==> config.mk <==
export PLATFORM = sky130hd
export DESIGN_NAME = counter_8bit
export DESIGN_NICKNAME = d
export VERILOG_FILES = /design/src/rtl/counter_8bit_pkg.sv /design/src/rtl/counter_8bit.sv
export SDC_FILE = /design/constraint.sdc
export NUM_CORES = 1
export LEC_CHECK = 0
export BUFFER_PORTS_ARGS = -buffer_cell sky130_fd_sc_hd__buf_2
export CAP_MARGIN = 20
export CORE_MARGIN = 2
export CORE_UTILIZATION = 30
export CTS_CLUSTER_DIAMETER = 30
export CTS_CLUSTER_SIZE = 8
export DETAILED_ROUTE_END_ITERATION = 12
export PLACE_DENSITY = 0.53
export SYNTH_ARGS = -nofsm -noshare
export SYNTH_HDL_FRONTEND = slang
export SYNTH_SLANG_ARGS = --single-unit
export TNS_END_PERCENT = 30
==> constraint.sdc <==
create_clock -name clk -period 4.8 [get_ports clk]
set_input_delay 0.96 -clock clk [delete_from_list [all_inputs] [get_ports clk]]
set_output_delay 0.96 -clock clk [all_outputs]
set_load 0.02 [all_outputs]
==> src/rtl/counter_8bit_pkg.sv <==
// Shared constants for the up/down wrap counter.
package counter_8bit_pkg;

  localparam int unsigned CNT_WIDTH = 8;
  localparam logic [CNT_WIDTH-1:0] CNT_MAX = '1;

endpackage : counter_8bit_pkg

==> src/rtl/counter_8bit.sv <==
// Up/down counter with modulo wrap and a registered one-cycle wrap pulse.
module counter_8bit
  import counter_8bit_pkg::*;
#(
  parameter int unsigned WIDTH = CNT_WIDTH
) (
  input  logic             clk,
  input  logic             rst,
  input  logic             enable,
  input  logic             up_down,
  output logic [WIDTH-1:0] count,
  output logic             overflow
);

  localparam logic [WIDTH-1:0] ONE = WIDTH'(1);

  logic [WIDTH-1:0] count_q, count_d;
  logic             overflow_q, overflow_d;

  // Wrap is detected on the pre-step value so the flag lands on the same edge as the wrapped count.
  always_comb begin
    count_d    = count_q;
    overflow_d = 1'b0;
    if (enable) begin
      if (up_down) begin
        count_d    = count_q + ONE;
        overflow_d = (count_q == '1);
      end else begin
        count_d    = count_q - ONE;
        overflow_d = (count_q == '0);
      end
    end
  end

  always_ff @(posedge clk) begin
    if (rst) begin
      count_q    <= '0;
      overflow_q <= 1'b0;
    end else begin
      count_q    <= count_d;
      overflow_q <= overflow_d;
    end
  end

  assign count    = count_q;
  assign overflow = overflow_q;

endmodule : counter_8bit

======== After elaboration in Yosys (flattened, before gate mapping) ========
Index checks and enable logic that the tools add are counted.
storage, ports and cells
  register bits ........................... 9
  input bits .............................. 4
  output and inout bits ................... 9
  logic and storage cells ................. 10
operators by class
  add/sub/neg operators ................... 2
  eq/ne operators ......................... 1
  muxes and demuxes ....................... 2
  bitwise gates (word level) .............. 1
  reduce and logical (&&, ||, !) cells .... 2
operators with widths
  cell                                                                 count
  8-bit by 1-bit adder with 8-bit output (second input constant)       1
  8-bit == test (second input constant)                                1
  8-bit zero test                                                      1
  8-bit 2-to-1 mux                                                     1
  8-bit by 1-bit subtractor with 8-bit output (second input constant)  1
  2-bit OR reduction                                                   1
  1-bit 2-to-1 mux                                                     1
  1-bit inverter                                                       1

======== Depth between registers and ports, before layout ========
  depth after elaboration ................. 2
  depth in mapped cells ................... 7
  mapped depth without buffers ............ 7

======== Least setup slack after synthesis ========
No wires, ideal clock.
  path type ............................... input to register
  start point ............................. in up_down
  end point ............................... reg count_q[7] (netlist: count[7])
  library setup time ...................... 0.121 ns
  arrival ................................. 2.479 ns
  data required time ...................... 4.679 ns
  slack ................................... 2.200 ns
  cell stages on the path ................. 7
  buffers on the path ..................... 0
  path through ............................ inv_1 ha_1 a21o_1 a31o_1 o21a_1 o21a_1 mux2_4
between the ends
  word-level cells in the longest chain between the ends .. 1
RTL lines
  item                  RTL line            RTL
  start, declared       counter_8bit.sv:10  input logic up_down,
  8-bit 2-to-1 mux      counter_8bit.sv:25  if (up_down) begin
  end signal, assigned  counter_8bit.sv:40  count_q <= count_d;
  end, declared         counter_8bit.sv:17  logic [WIDTH-1:0] count_q, count_d;
Every way passes these cells.
A chain may end at the register's enable or synchronous reset.

======== Final worst setup path ========
Same ends and word-level chain as after synthesis.

==> metrics.csv <==
metric,value,unit
rsz0062_at_grt,no,
crit_path_end,count[7],
synthToLayoutAreaGrowth,18.3,%
leading_cell_types_in_the_layout_fill_and_taps_excluded,"12 x sky130_fd_sc_hd__buf_2, 9 x sky130_fd_sc_hd__nor2_1, 9 x sky130_fd_sc_hd__dfxtp_1",
die_x,49.6,um
cts_tree,done,
synth.yosys.seq_area_share,0.289,
row_count,16,
cp.depth,8,
postSynthCellCount,72,
maxCapViolations,0,
setup_tns_after_final_layout,0,ns
grt_overflow_total,0,
io_buffer_count,12,
drt-wirelength-per-cell,11.3,um
synthSimpleGateAreaFrac,0.227,
dr.pass1.iters,4,
grt_start_max_net_pins,14,
synth_fa_ha_area_frac,0.153,
power_density,356,nW/um^2
worst_path_max_delay_cell,sky130_fd_sc_hd__ha_1,
hold_path.class,flip-flop to flip-flop,
cts_max_level,1,
worst_skew_pair.late_latency,0.26,ns
leakagePower,0.345,nW
crit_path_start,up_down,
critPathRequiredTime,4.95,ns
yosys-mux-area-fraction,0.0723,
synth_xor_xnor_area_share,0.0703,
criticalPathCategory,input port to flip-flop,
fmax,385,MHz
cp.arrival,2.74,ns
synthDistinctLibCells,29,
drcViolationCount,0,
place_congestion,0.733,
cp_num_buf_inv,2,
cts_setup_buffers,0,
drt_iter0_drc,10,
postSynthAreaPerCell,8.65,sq um
mostFrequentLayoutCell,sky130_fd_sc_hd__buf_2,
num_vias,553,
synth.ff_latch_count,9,
post_synth_instance_area,623,sq um
report.final.hold_viol_count,0,
timing.reg2reg.worst_path_depth,6,
number_of_fill_cells_in_the_layout,235,
worstPathMaxFanout,7,
crit_path_start_kind,input port,
finish.net_count,98,
timing_worst_slew_pin_value,0.272,ns
global_route.usage.total,0.122,
grt_antenna_before_repair,0,
post_drt_via_cell_ratio,4.89,
placement.setup.worst_slack,1.94,ns
synth_area_in_compound_gates,0.171,
timing.final.ws_setup,2.21,ns
fin_crit,2.59,ns
net_count_after_synthesis,83,
layout.area.seq,180,sq um
finalCritPeriodShare,0.541,
multi_input_comb_area,432,sq um
kind_of_cell_adding_the_most_delay_to_the_critical_path,compound AO/OA/AOI/OAI gates,
critical-path-max-stage-delay,0.34,ns
initial_core_util,0.318,
ir_drop,137,uV
die_boundary_height,49.6,um
clk_transition_reported_paths,0.07,ns
detailed_place_hpwl,985,um
clock-root-buffer,sky130_fd_sc_hd__clkbuf_4,
reg2reg_from,count[4],
fin_skew,0.00526,ns
crit_path_cell_trace,buf_2 > inv_1 > ha_1 > a21o_1 > a31o_1 > o21a_1 > o21a_1 > mux2_4,
die_area,2460,sq um
cts_made_buffers,3,
r2r-end,count[7],
grt_pass1_vias,503,
ctsLongestPathBuffers,2,
cts-resized-gates,0,
drive_above_1_share,0.198,
rrSetupSlack,2.87,ns
diodes,0,
synth_top_family_by_area,simple AND/OR/NAND/NOR gates,
setup_viol,0,
cts_sinks,9,
wl,1280,um
grt_pass1_wl,2280,um
coreArea,1960,sq um
report.final.slew_viol_count,0,
cts_hold_buffers,0,
status,"complete, no violations",
slew-limit-headroom,0.818,
yosysWarningCount,0,
final_antenna_net_count,0,
top_level_ports,13,
worstSetupEndpointType,flip-flop,
path_common_cell,sky130_fd_sc_hd__o21a_1,
==> power by group <==
part | total (mW) | internal (mW) | switching [mW]
registers | 0.100 | 0.0856 | 0.0146
logic | 0.103 | 0.0457 | 0.0571
clock network | 0.0596 | 0.0308 | 0.0289
==> kinds of logic after synthesis <==
| kind of cell | Yosys count |
|---|---|
| xor gates and xnor gates | 5 |
| muxes | 4 |
| buffers and inverters | 3 |
| adders and majority gates | 7 |
| and+or+nand+nor | 28 |
| DFF | 9 |
| AOI/OAI and AO/OA | 16 |
==> state kept, by name (all words and copies together), names as in the netlist <==
signal / cells
count: 8
overflow: 1
==> area by class of cell <==
cell class / instances / share of cell area
Tap cell: 27 / 0.0458
Multi-Input combinational cell: 60 / 0.586
Sequential cell: 9 / 0.244
Clock inverter: 1 / 0.00679
Clock buffer: 3 / 0.0306
Inverter: 1 / 0.00509
Timing Repair Buffer: 12 / 0.0815
==> worst min-delay path, stage by stage (launching register included) <==
cell and delay (ns):
sky130_fd_sc_hd__dfxtp_1 0.35, sky130_fd_sc_hd__nor2_1 0.10, sky130_fd_sc_hd__a211oi_1 0.05
==> layer usage <==
| metal | up-vias | track usage | routed length (um) |
|---|---|---|---|
| met5 | - | 0 | 0 |
| met4 | 0 | 0.0694 | 12 |
| met3 | 2 | 0.0212 | 40 |
| met2 | 8 | 0.178 | 609 |
| met1 | 250 | 0.169 | 620 |
| li1 | 293 | - | - |
==> per-stage QoR <==
stage                     cells  power (mW)  cell area (sq um)  hold slack, ns  utilization
after floorplan              72       0.179                623           0.596            -
after global placement      109       0.205                709           0.527        0.362
after detailed placement    109       0.206                709           0.535        0.362
after CTS                   113       0.267                737           0.550        0.376
after global routing        113       0.286                737           0.602        0.376
final                       113       0.263                737           0.547        0.376
==> Yosys cell counts <==
cell / number / area, sq um
sky130_fd_sc_hd__dfxtp_1: 9 / 180
sky130_fd_sc_hd__xnor2_1: 3 / 26.3
sky130_fd_sc_hd__nand4bb_1: 1 / 11.3
sky130_fd_sc_hd__o211ai_1: 1 / 7.51
sky130_fd_sc_hd__nor2b_1: 1 / 6.26
sky130_fd_sc_hd__nand3_1: 2 / 10.0
sky130_fd_sc_hd__o21ai_0: 1 / 5.00
sky130_fd_sc_hd__mux2i_1: 3 / 30.0
sky130_fd_sc_hd__buf_1: 1 / 3.75
sky130_fd_sc_hd__nand2b_1: 2 / 12.5
sky130_fd_sc_hd__a21oi_1: 3 / 15.0
sky130_fd_sc_hd__o21a_1: 2 / 15.0
sky130_fd_sc_hd__mux2_4: 1 / 15.0
sky130_fd_sc_hd__a211oi_1: 1 / 7.51
sky130_fd_sc_hd__xor2_1: 2 / 17.5
sky130_fd_sc_hd__a31o_1: 1 / 8.76
sky130_fd_sc_hd__ha_1: 6 / 75.1
sky130_fd_sc_hd__inv_1: 1 / 3.75
sky130_fd_sc_hd__nand4_1: 2 / 12.5
sky130_fd_sc_hd__fa_1: 1 / 20.0
sky130_fd_sc_hd__o22ai_1: 1 / 6.26
sky130_fd_sc_hd__nor4_1: 1 / 6.26
sky130_fd_sc_hd__nand2_1: 5 / 18.8
sky130_fd_sc_hd__clkbuf_1: 1 / 3.75
sky130_fd_sc_hd__nor3b_1: 2 / 15.0
sky130_fd_sc_hd__a21o_1: 3 / 22.5
sky130_fd_sc_hd__nor3_1: 3 / 15.0
sky130_fd_sc_hd__a31oi_1: 3 / 18.8
sky130_fd_sc_hd__nor2_1: 9 / 33.8
==> worst min path at each step <==
stage / from / slack, ns / to / cells past startpoint
5_1_grt: count[2] / 0.60 / count[2] / 2
3_5_place_dp: count[2] / 0.54 / count[2] / 2
4_1_cts: count[2] / 0.55 / count[2] / 2
6_report: count[2] / 0.55 / count[2] / 2
2_1_floorplan: count[2] / 0.60 / count[2] / 2
3_3_place_gp: count[2] / 0.53 / count[2] / 2
(Power assumes the default switching activity.)
